===== config.mk =====
export PLATFORM = sky130hd
export DESIGN_NAME = multicycle_controller
export DESIGN_NICKNAME = d
export VERILOG_FILES = /design/src/rtl/multicycle_controller.sv
export SDC_FILE = /design/constraint.sdc
export NUM_CORES = 1
export LEC_CHECK = 0
export ABC_AREA = 1
export BUFFER_PORTS_ARGS = -buffer_cell sky130_fd_sc_hd__buf_2
export CAP_MARGIN = 0
export CORE_MARGIN = 1
export CORE_UTILIZATION = 29
export CTS_CLUSTER_SIZE = 10
export DETAILED_ROUTE_END_ITERATION = 12
export GPL_TIMING_DRIVEN = 0
export PLACE_DENSITY_LB_ADDON = 0.08
export SLEW_MARGIN = 5
export SYNTH_ARGS = -nofsm -noshare
export SYNTH_HDL_FRONTEND = slang
export SYNTH_SLANG_ARGS = --single-unit

===== constraint.sdc =====
create_clock -name clk -period 1.75 [get_ports clk]
set_clock_uncertainty 0.2 [all_clocks]
set_input_delay 0.175 -clock clk [delete_from_list [all_inputs] [get_ports clk]]
set_output_delay 0.175 -clock clk [all_outputs]
set_load 0.05 [all_outputs]

===== src/rtl/multicycle_controller.sv =====
// Multicycle main control FSM for the RV32 core (FETCH/DECODE/EXEC/MEM/WB).
// Define CTRL_PERF_EN to add the retired-instruction counter output retired_cnt.
module multicycle_controller #(
    parameter int unsigned MEM_TIMEOUT = 16,
    parameter int unsigned PERF_W      = 32
) (
    input  logic       clk,
    input  logic       reset_n,
    input  logic [6:0] opcode,
    input  logic       mem_ready,
    input  logic       branch_taken,
    output logic       mem_req,
    output logic       mem_we,
    output logic       mem_is_data,
    output logic       ir_write,
    output logic       pc_write,
    output logic [1:0] pc_src,
    output logic       alu_src,
    output logic [1:0] alu_op,
    output logic       reg_write,
    output logic [1:0] mem_to_reg,
    output logic       illegal,
    output logic       mem_fault,
    output logic [2:0] state
`ifdef CTRL_PERF_EN
    ,
    output logic [PERF_W-1:0] retired_cnt
`endif
);

    typedef enum logic [2:0] {
        S_FETCH  = 3'd0,
        S_DECODE = 3'd1,
        S_EXEC   = 3'd2,
        S_MEM    = 3'd3,
        S_WB     = 3'd4,
        S_FAULT  = 3'd5
    } state_t;

    localparam logic [6:0] OP_R   = 7'b0110011;
    localparam logic [6:0] OP_I   = 7'b0010011;
    localparam logic [6:0] OP_LW  = 7'b0000011;
    localparam logic [6:0] OP_SW  = 7'b0100011;
    localparam logic [6:0] OP_BR  = 7'b1100011;
    localparam logic [6:0] OP_LUI = 7'b0110111;
    localparam logic [6:0] OP_JAL = 7'b1101111;

    localparam int unsigned WC_W =
        (MEM_TIMEOUT > 0) ? $clog2(MEM_TIMEOUT + 1) : 1;

    if (PERF_W == 0) begin : g_bad_perf_w
        $error("PERF_W must be nonzero");
    end

    state_t          state_q, state_d;
    logic [6:0]      op_q;
    logic [WC_W-1:0] wait_cnt;
    logic            illegal_q, mem_fault_q;
    logic            waiting, timeout, set_illegal;

    function automatic logic is_legal(input logic [6:0] op);
        case (op)
            OP_R, OP_I, OP_LW, OP_SW,
            OP_BR, OP_LUI, OP_JAL: is_legal = 1'b1;
            default:               is_legal = 1'b0;
        endcase
    endfunction

    assign waiting = (state_q == S_FETCH || state_q == S_MEM) && !mem_ready;
    assign timeout = (MEM_TIMEOUT != 0) && waiting &&
                     (wait_cnt == WC_W'(MEM_TIMEOUT - 1));

    always_ff @(posedge clk) begin
        if (!reset_n) begin
            state_q     <= S_FETCH;
            op_q        <= '0;
            wait_cnt    <= '0;
            illegal_q   <= 1'b0;
            mem_fault_q <= 1'b0;
        end else begin
            state_q <= state_d;
            if (state_q == S_DECODE)
                op_q <= opcode;
            if (set_illegal)
                illegal_q <= 1'b1;
            if (timeout)
                mem_fault_q <= 1'b1;
            // Counts consecutive stalled cycles of one request only
            if (waiting && state_d == state_q)
                wait_cnt <= wait_cnt + 1'b1;
            else
                wait_cnt <= '0;
        end
    end

    // Everything is forced low while reset is held, aborting any instruction
    always_comb begin
        state_d     = state_q;
        set_illegal = 1'b0;
        mem_req     = 1'b0;
        mem_we      = 1'b0;
        mem_is_data = 1'b0;
        ir_write    = 1'b0;
        pc_write    = 1'b0;
        pc_src      = 2'b00;
        alu_src     = 1'b0;
        alu_op      = 2'b00;
        reg_write   = 1'b0;
        mem_to_reg  = 2'b00;
        if (reset_n) begin
            case (state_q)
                S_FETCH: begin
                    mem_req = 1'b1;
                    if (mem_ready) begin
                        ir_write = 1'b1;
                        pc_write = 1'b1;
                        state_d  = S_DECODE;
                    end else if (timeout) begin
                        state_d = S_FAULT;
                    end
                end
                S_DECODE: begin
                    if (is_legal(opcode)) begin
                        state_d = S_EXEC;
                    end else begin
                        set_illegal = 1'b1;
                        state_d     = S_FAULT;
                    end
                end
                S_EXEC: begin
                    alu_src = !(op_q == OP_R || op_q == OP_BR);
                    case (op_q)
                        OP_R, OP_I: begin
                            alu_op  = 2'b10;
                            state_d = S_WB;
                        end
                        OP_LUI: begin
                            alu_op  = 2'b11;
                            state_d = S_WB;
                        end
                        OP_LW, OP_SW: state_d = S_MEM;
                        OP_BR: begin
                            alu_op   = 2'b01;
                            pc_write = branch_taken;
                            pc_src   = 2'b01;
                            state_d  = S_FETCH;
                        end
                        OP_JAL: begin
                            pc_write = 1'b1;
                            pc_src   = 2'b10;
                            state_d  = S_WB;
                        end
                        default: state_d = S_FETCH;
                    endcase
                end
                S_MEM: begin
                    mem_req     = 1'b1;
                    mem_is_data = 1'b1;
                    mem_we      = (op_q == OP_SW);
                    if (mem_ready)
                        state_d = (op_q == OP_LW) ? S_WB : S_FETCH;
                    else if (timeout)
                        state_d = S_FAULT;
                end
                S_WB: begin
                    reg_write = 1'b1;
                    if (op_q == OP_LW)
                        mem_to_reg = 2'b01;
                    else if (op_q == OP_JAL)
                        mem_to_reg = 2'b10;
                    state_d = S_FETCH;
                end
                S_FAULT: state_d = S_FAULT;
                default: state_d = S_FETCH;
            endcase
        end
    end

    assign illegal   = reset_n & illegal_q;
    assign mem_fault = reset_n & mem_fault_q;
    assign state     = reset_n ? state_q : 3'd0;

`ifdef CTRL_PERF_EN
    logic              retire;
    logic [PERF_W-1:0] retired_q;

    assign retire = reset_n &&
        ((state_q == S_WB) ||
         (state_q == S_MEM && op_q == OP_SW && mem_ready) ||
         (state_q == S_EXEC && op_q == OP_BR));

    always_ff @(posedge clk) begin
        if (!reset_n)
            retired_q <= '0;
        else if (retire)
            retired_q <= retired_q + 1'b1;
    end

    assign retired_cnt = reset_n ? retired_q : '0;
`endif

endmodule


### Word level (Yosys, flattened, before mapping)

Index checks and enable logic that the tools add are counted.

| operators by class | value |
|---|---|
| magnitude comparators | 0 |
| add/sub/neg operators | 1 |
| shift-type cells | 0 |
| multiply operators | 0 |
| reductions and logical operators | 14 |
| div/mod/pow operators | 0 |
| bitwise logic cells | 2 |
| equality and inequality tests | 21 |
| multiplexer cells | 41 |

Operator list:

| kind | count |
|---|---|
| 7-bit by 6-bit == test with 1-bit output (second input constant) | 6 |
| 7-bit == test (second input constant) | 4 |
| 3-bit 2-to-1 mux | 7 |
| 1-bit 2-to-1 mux | 20 |
| 2-bit 2-to-1 mux | 8 |
| 3-bit case mux with 5 select lines | 1 |
| 7-bit by 2-bit == test with 1-bit output (second input constant) | 2 |
| 7-bit by 5-bit == test with 1-bit output (second input constant) | 2 |
| 7-bit OR reduction | 1 |
| 3-bit by 2-bit == test with 1-bit output (second input constant) | 2 |
| 3-bit == test (second input constant) | 2 |
| 2-bit case mux with 3 select lines | 1 |
| 3-bit case mux with 2 select lines | 1 |
| 2-bit OR reduction | 3 |
| 5-bit by 1-bit adder with 5-bit output (second input constant) | 1 |
| 5-bit by 4-bit == test with 1-bit output (second input constant) | 1 |
| 1-bit case mux with 2 select lines | 2 |
| 2-bit case mux with 2 select lines | 1 |
| 4-bit OR reduction | 1 |
| 3-bit by 1-bit == test with 1-bit output (second input constant) | 1 |
| 3-bit == test | 1 |
| 1-bit logical AND | 3 |
| 3-bit zero test | 1 |
| 1-bit AND | 2 |
| other kinds (3) | 5 |

| word-level totals | value |
|---|---|
| bits in writable memories | 0 |
| bits in latches | 0 |
| memories | 0 |
| logic and storage cells | 84 |
| flip-flop bits (word level) | 17 |
| ROM bits | 0 |

### Logic depth before layout (Yosys ltp)

Gate-level depths: netlist (run 1).

| logic depth | value |
|---|---|
| word-level depth | 11 |
| depth in mapped cells | 11 |
| gate-level depth less buffers | 11 |

### Worst setup path after synthesis (run 1)

OpenSTA, ideal clock, no wires.

| path | value |
|---|---|
| path type | reg-to-output |
| start point | register state_q[1] |
| end point | output mem_to_reg[0] |
| path buffers | 0 |
| required time | 1.375 ns |
| path slack | -0.675 ns |
| cell stages (with the launch flop) | 6 |
| data arrival time | 2.050 ns |
| path through | dfxtp_1 -> nor2_1 -> inv_1 -> nor2_1 -> inv_1 -> nor2_1 |

| between the ends | value |
|---|---|
| cells in the longest elaborated chain, start to end | 3 |

Ends and longest elaborated chain:

| element | line | source |
|---|---|---|
| start: declaration | 55 | `state_t state_q, state_d;` |
| start signal: assignment | 81 | `state_q <= state_d;` |
| 3-bit == test | 111 | `case (state_q)` |
| 2-bit 2-to-1 mux | 111 |  |
| 2-bit 2-to-1 mux | 110 | `if (reset_n) begin` |
| end: declaration | 21 | `output logic [1:0] mem_to_reg,` |

No other way between the ends.

### Final worst setup path (run 1)

| path | value |
|---|---|
| start point | register state_q[1] |
| end point | output alu_src |

| between the ends | value |
|---|---|
| cells in the longest elaborated chain, start to end | 3 |

Ends and longest elaborated chain:

| element | line | source |
|---|---|---|
| 3-bit by 2-bit == test with 1-bit output | 111 |  |
| 1-bit 2-to-1 mux | 111 |  |
| 1-bit 2-to-1 mux | 110 |  |
| end: declaration | 18 | `output logic alu_src,` |

No other way between the ends.

==> results.toml, run 1 <==
[power_and_ir_drop]
pwr_density_cell_nw_per_um2 = 860.1
leakage_nw = 0.8230
max_rail_drop_vdd_mv = 0.3377

[cts]
tritoncts = "done"
clkSlewWorstSetupHoldPaths_ns = 0.10
max_clock_buf_depth = 2
cts_root_buffer = "sky130_fd_sc_hd__clkbuf_4"
clock_sinks = 17
cts_hold_buf = 7
h-tree-depth = 1
clk-insertion-delay-late_ns = 0.29
cts_buffers = 3

[global_route]
grt_start_max_net_pins = 11
number_of_antenna_violations_at_the_first_check_in_global_routing = 0
via_count_of_the_first_global_routing_pass = 1126
grt_overflow_total = 0
grt_pass1_wl_um = 4698
grt_util_all_layers = 0.1692

[synth]
yosys_warnings = 0
mappedNetlistArea_um2 = 1037
async_flop_share = 0
netlist.top_cell.by_area = "sky130_fd_sc_hd__dfxtp_1"
syn_area_per_cell_um2 = 6.211
synth_enable_flop_cells = 0
syn-num-nets = 180
dominantRegCellSynth = "sky130_fd_sc_hd__dfxtp_1"
netlist.area_leader.share = 0.3281
synth_area_leaders = "sky130_fd_sc_hd__dfxtp_1 33%, sky130_fd_sc_hd__nor2_1 13%, sky130_fd_sc_hd__nand2_1 11%, sky130_fd_sc_hd__inv_1 9.8%, sky130_fd_sc_hd__o21ai_0 5.3%"
postSynthRegisterBits = 17
yosys.cell_types.count = 25
number_of_instances_in_the_synthesized_netlist = 167
synth_sequential_area_ratio = 0.3281

[worst_hold_path]
min_from = "reset_n"
min_delay_path_depth = 3
hold_path.class = "in2reg"
worst_hold_path.endpoint = "op_q[6]"

[worst_setup_path]
crit_start = "state_q[1]"
path_class = "reg2out"
end_of_the_worst_register_to_register_path = "wait_cnt[0]"
critPathArrivalTime_ns = 1.44
number_of_cells_on_the_worst_reg_to_reg_path = 10
timing.reg2reg.setup_slack_ns = 0.02
endpoint_kind = "output pin"
start_kind = "flop"
timing.critical_path.fanout_max = 6
critical_path_required_ns = 1.37
crit-reg2reg-launch = "wait_cnt[0]"

[detailed_routing]
antenna_left = 0
route.detailed.vias_per_inst = 4.553
wl_final_um = 2970
vias = 1211
drt_pass1_iterations = 4
drt_iter0_drc = 27
drc_errors = 0
post_drt_wl_per_cell_um = 11.17

[floorplanning]
top_level_ports = 29
die_height_um = 61.81
die_w_um = 61.81
start_util = 0.3060
floorplan.core_area_um2 = 3390
design.die.area_um2 = 3820
std_cell_rows = 21

[sta]
min_period_over_period = 1.037
post_route_setup_tns_ns = -0.1981
fmax_ghz = 0.5512
timing.final.crit_period_ns = 1.814
worst_pin_slew_ns = 0.4409
finalMaxSlewViolations = 0
final-setup-viol-count = 5
rsz0062_at_grt = "true"
post-route-worst-setup-slack_ns = -0.06425
slew_headroom = 0.7061
timing_hold_violations_final = 0

[placement]
gp_congestion = 0.7906
estimated_wirelength_of_the_detail_placed_design_um = 2094
placement.io_buffers = 28
dpl-instance-area_um2 = 1279

[status]
failed_checks = "setup timing"
run_status = "finished, violations left"

[layout]
layout-area-overhead-vs-synth_pct = 71.05
final_layout_size_suffix_gt1_frac = 0.5045
insertedDiodeCount = 0
finish.instance_area_um2 = 1774
num-nets-final = 234

[flow_run]
max_cap_viols = 0
[per-stage QoR]
stage               utilization  std cells  setup WS (ns)  hold WS, ns  power [mW]
CTS                      0.4751        261        -0.1152    -0.002183       1.441
floorplan                     -        167        -0.1537       0.1099      0.9379
finish                   0.5234        266       -0.06425      0.01954       1.526
global placement         0.3773        241        -0.1737       0.2235       1.057
detailed placement       0.3773        241        -0.2223       0.2323       1.067
global route             0.5234        266        -0.1562   -0.0001002       1.650
[state kept, by name (all words and copies together) (netlist names)]
name and cells:
op_q 7, wait_cnt 5, state_q 3, illegal_q 1, mem_fault_q 1
[repair_timing]
action                                  4_1_cts  5_1_grt
pin swaps                                    13       19
endpoints found under the setup margin       16       18
endpoints found under the hold margin         7        1
buffers inserted                              9        5
resized for setup                            56       41
[layer usage]
layer / vias to the layer above / track usage / routed length (um)
met2: 25 / 0.3041 / 1511
met4: 0 / 0.06984 / 42
met3: 4 / 0.02484 / 83
met5: - / 0 / 0
li1: 636 / - / -
met1: 546 / 0.2005 / 1333
[logic make-up (layout without fill, tap and decap cells)]
group | after synthesis | in the layout | synth area share
compound gates | 23 | 23 | 0.1194
xor+xnor | 2 | 2 | 0.01689
fa+ha+maj | 2 | 2 | 0.02412
buf+inv | 30 | 83 | 0.1098
flops | 17 | 17 | 0.3281
simple gates | 93 | 93 | 0.4017
[worst max-delay path by stage]
stage / to / slack [ns] / depth (start not counted)
floorplan: alu_src / -0.15 / 5
global placement: pc_write / -0.17 / 9
detailed placement: pc_write / -0.22 / 9
CTS: pc_write / -0.12 / 9
global route: pc_write / -0.16 / 10
finish: alu_src / -0.06 / 5
[layout by cell type (no fill, tap or decap), types with 4 or more instances in the layout]
cell type                       netlist  routed
sky130_fd_sc_hd__nand2_1             31      23
sky130_fd_sc_hd__dfxtp_4              0       8
sky130_fd_sc_hd__buf_6                0       7
sky130_fd_sc_hd__dfxtp_1             17       5
sky130_fd_sc_hd__nor2_2               4       9
sky130_fd_sc_hd__nand3_2              4       7
sky130_fd_sc_hd__o21ai_0             11      10
sky130_fd_sc_hd__nor2_1              35      20
sky130_fd_sc_hd__buf_4                0      15
sky130_fd_sc_hd__dlygate4sd3_1        0       7
sky130_fd_sc_hd__inv_1               27      21
sky130_fd_sc_hd__nand2_2              3       8
sky130_fd_sc_hd__inv_2                1       4
sky130_fd_sc_hd__nand3_1             10       6
sky130_fd_sc_hd__nor2_4               0      10
sky130_fd_sc_hd__dfxtp_2              0       4
sky130_fd_sc_hd__a21oi_1              8       6
sky130_fd_sc_hd__buf_2                1      18
[where the power goes]
part / total [mW] / internal (mW) / switching (mW) / leakage [nW]
registers: 0.618 / 0.495 / 0.123 / 0.146
clock network: 0.209 / 0.0885 / 0.120 / 0.0150
logic: 0.699 / 0.263 / 0.436 / 0.662
[critical path, stage by stage (launching register included)]
cell and delay (ns):
sky130_fd_sc_hd__dfxtp_4 0.42, sky130_fd_sc_hd__nand2_4 0.08, sky130_fd_sc_hd__nor2_4 0.15, sky130_fd_sc_hd__nand2_2 0.12, sky130_fd_sc_hd__a211oi_2 0.19, sky130_fd_sc_hd__buf_6 0.19
[synthesized netlist by cell type, drive strengths merged, types with 2 or more instances]
cell / count
nor2: 39
nand2: 34
inv: 28
dfxtp: 17
nand3: 14
o21ai: 11
a21oi: 8
ha: 2
nor3: 2
[area by class of cell]
cell class	instances	area, um2
Timing Repair Buffer	49	391.6
Buffer	2	8.758
Fill cell	335	1615
Multi-Input combinational cell	120	802.0
Tap cell	46	57.56
Sequential cell	17	375.4
Inverter	28	112.6
Clock buffer	4	26.28
Note: power is estimated with default switching activity, not from simulation.
==> run 2, diff against run 1 <==
--- a/config.mk
+++ b/config.mk
@@ -13,7 +13,7 @@
 export CTS_CLUSTER_SIZE = 10
 export DETAILED_ROUTE_END_ITERATION = 12
 export GPL_TIMING_DRIVEN = 0
-export PLACE_DENSITY_LB_ADDON = 0.08
+export PLACE_DENSITY = 0.55
 export SLEW_MARGIN = 5
 export SYNTH_ARGS = -nofsm -noshare
 export SYNTH_HDL_FRONTEND = slang
==> run 2 against run 1 <==
  * The flow finishes with violations (hold timing, setup timing)
  * Core utilization down 0.15 points
  * First-iteration DRC count up 26%
  * Register-to-register slack worse by 0.03 ns
  * Sequential power down 3%
  * Critical endpoint unchanged
  * Largest cell class unchanged
  * Highest routed layer unchanged
==> results.toml, run 2 (synthesis results as in run 1) <==
[sta]
timing_hold_violations_final = 1
finalMaxSlewViolations = 0
worst_pin_slew_ns = 0.4868
slew_headroom = 0.6755
rsz0062_at_grt = "true"
min_period_over_period = 1.077
post-route-worst-setup-slack_ns = -0.1356
final-setup-viol-count = 11
fmax_ghz = 0.5303
timing.final.crit_period_ns = 1.886
hold_slack_final_ns = -0.02542

[worst_hold_path]
hold_path.class = "in2reg"
min_from = "reset_n"

[worst_setup_path]
path_class = "reg2out"
start_kind = "flop"
crit_start = "state_q[2]"
endpoint_kind = "output pin"
timing.critical_path.fanout_max = 4
critPathArrivalTime_ns = 1.51
crit-reg2reg-launch = "wait_cnt[1]"
critical_path_required_ns = 1.37

[cts]
clock_sinks = 17
max_clock_buf_depth = 2
cts_buffers = 3
cts_root_buffer = "sky130_fd_sc_hd__clkbuf_4"
clkSlewWorstSetupHoldPaths_ns = 0.10
h-tree-depth = 1
clk-insertion-delay-late_ns = 0.30
tritoncts = "done"

[detailed_routing]
antenna_left = 0
drc_errors = 0
post_drt_wl_per_cell_um = 11.60
wl_final_um = 3073
route.detailed.vias_per_inst = 4.653
drt_iter0_drc = 34
vias = 1233
drt_pass1_iterations = 4

[power_and_ir_drop]
power_frac_comb = 0.470
pwr_density_cell_nw_per_um2 = 877.6
leakage_nw = 0.8271
fin_total_pwr_mw = 1.553
max_rail_drop_vdd_mv = 0.3177
clock_power_share = 0.144
intPower_mw = 0.8531
power_frac_seq = 0.386
power.switching_mw = 0.6995
p_sw_frac = 0.4505

[layout]
biggest_registers_after_layout = "op_q x7, wait_cnt x5, state_q x3"
layout-area-overhead-vs-synth_pct = 70.57
most_common_cell_after_layout_fill_and_taps_aside = "sky130_fd_sc_hd__nor2_1"
commonest_non_fill_non_tap_cells_in_the_layout = "23 x sky130_fd_sc_hd__nor2_1, 22 x sky130_fd_sc_hd__inv_1, 22 x sky130_fd_sc_hd__nand2_1"
regMostFlops = "op_q"
num-nets-final = 233
largest_register_ff_count = 7
final_layout_size_suffix_gt1_frac = 0.4932
insertedDiodeCount = 0
finish.instance_area_um2 = 1769
fill_cells = 301

[placement]
dpl-instance-area_um2 = 1279
estimated_wirelength_of_the_detail_placed_design_um = 1957
placement.io_buffers = 28
gp_congestion = 0.8667

[global_route]
via_count_of_the_first_global_routing_pass = 1098
grt_start_max_net_pins = 11
number_of_antenna_violations_at_the_first_check_in_global_routing = 0
grt_util_all_layers = 0.1687
grt_overflow_total = 0
grt_pass1_wl_um = 4740

[status]
failed_checks = "hold timing, setup timing"
run_status = "finished, violations left"

[floorplanning]
std_cell_rows = 21
start_util = 0.3060
floorplan.core_area_um2 = 3390
die_height_um = 61.81
die_w_um = 61.81
design.die.area_um2 = 3820
top_level_ports = 29

[flow_run]
max_cap_viols = 0
run 2: cell types whose count changed in the layout (fill, tap and decap cells not counted), sizes merged:
cell    delta
buf        -2
clkbuf     +1
run 2: layout make-up:
class | count | area [um2] | share of cell area
Clock buffer | 4 | 26.28 | 0.01485
Inverter | 28 | 110.1 | 0.06223
Tap cell | 46 | 57.56 | 0.03253
Timing Repair Buffer | 48 | 386.6 | 0.2185
Buffer | 2 | 11.26 | 0.006365
Sequential cell | 17 | 367.9 | 0.2079
Multi-Input combinational cell | 120 | 809.5 | 0.4576
run 2: path summary, 6_finish.rpt:
| check | endpoint | slack, ns | cells after the start |
|---|---|---|---|
| max | alu_src | -0.14 | 6 |
| max reg2reg | wait_cnt[2] | -0.01 | 10 |
| min | op_q[6] | -0.03 | 3 |
| min reg2reg | mem_fault_q | 0.26 | 2 |
run 2: stage by stage:
| stage | util | hold slack (ns) | TNS, ns | setup WS, ns | std cells |
|---|---|---|---|---|---|
| after floorplan | - | 0.1099 | -0.4579 | -0.1537 | 167 |
| after detailed placement | 0.3773 | 0.2387 | -0.4096 | -0.1415 | 241 |
| after global placement | 0.3773 | 0.2297 | -0.4666 | -0.1513 | 241 |
| final | 0.5220 | -0.02542 | -0.5514 | -0.1356 | 265 |
| after global routing | 0.5220 | 0.0008062 | -1.920 | -0.2050 | 265 |
| after CTS | 0.4618 | -0.01363 | -0.4707 | -0.1202 | 256 |
run 2: power groups by stage:
stage | clock (mW) | sequential [mW] | combinational (mW)
global route | 0.249 | 0.610 | 0.820
detailed placement | 0 | 0.545 | 0.509
CTS | 0.223 | 0.574 | 0.591
floorplan | 0 | 0.531 | 0.407
global placement | 0 | 0.546 | 0.510
finish | 0.224 | 0.599 | 0.730
run 2: critical path: stages (launching register included):
cell	delay, ns
sky130_fd_sc_hd__dfxtp_4	0.38
sky130_fd_sc_hd__inv_6	0.07
sky130_fd_sc_hd__nand2_4	0.05
sky130_fd_sc_hd__nor2_4	0.16
sky130_fd_sc_hd__nand2_2	0.11
sky130_fd_sc_hd__a211oi_2	0.24
sky130_fd_sc_hd__buf_6	0.19
run 2: layer usage:
layer / vias up / global-route usage / routed length, um
met1: 552 / 0.2053 / 1379
met2: 36 / 0.3026 / 1484
met5: - / 0 / 0
met3: 7 / 0.01863 / 128
met4: 0 / 0.06667 / 80
li1: 638 / - / -
run 2: timing repair:
item	in CTS	in global routing
buffers inserted	4	11
hold endpoints to repair	7	0
pin swaps	11	22
endpoints found under the setup margin	15	19
resized for setup	52	41
hold buffers	7	0
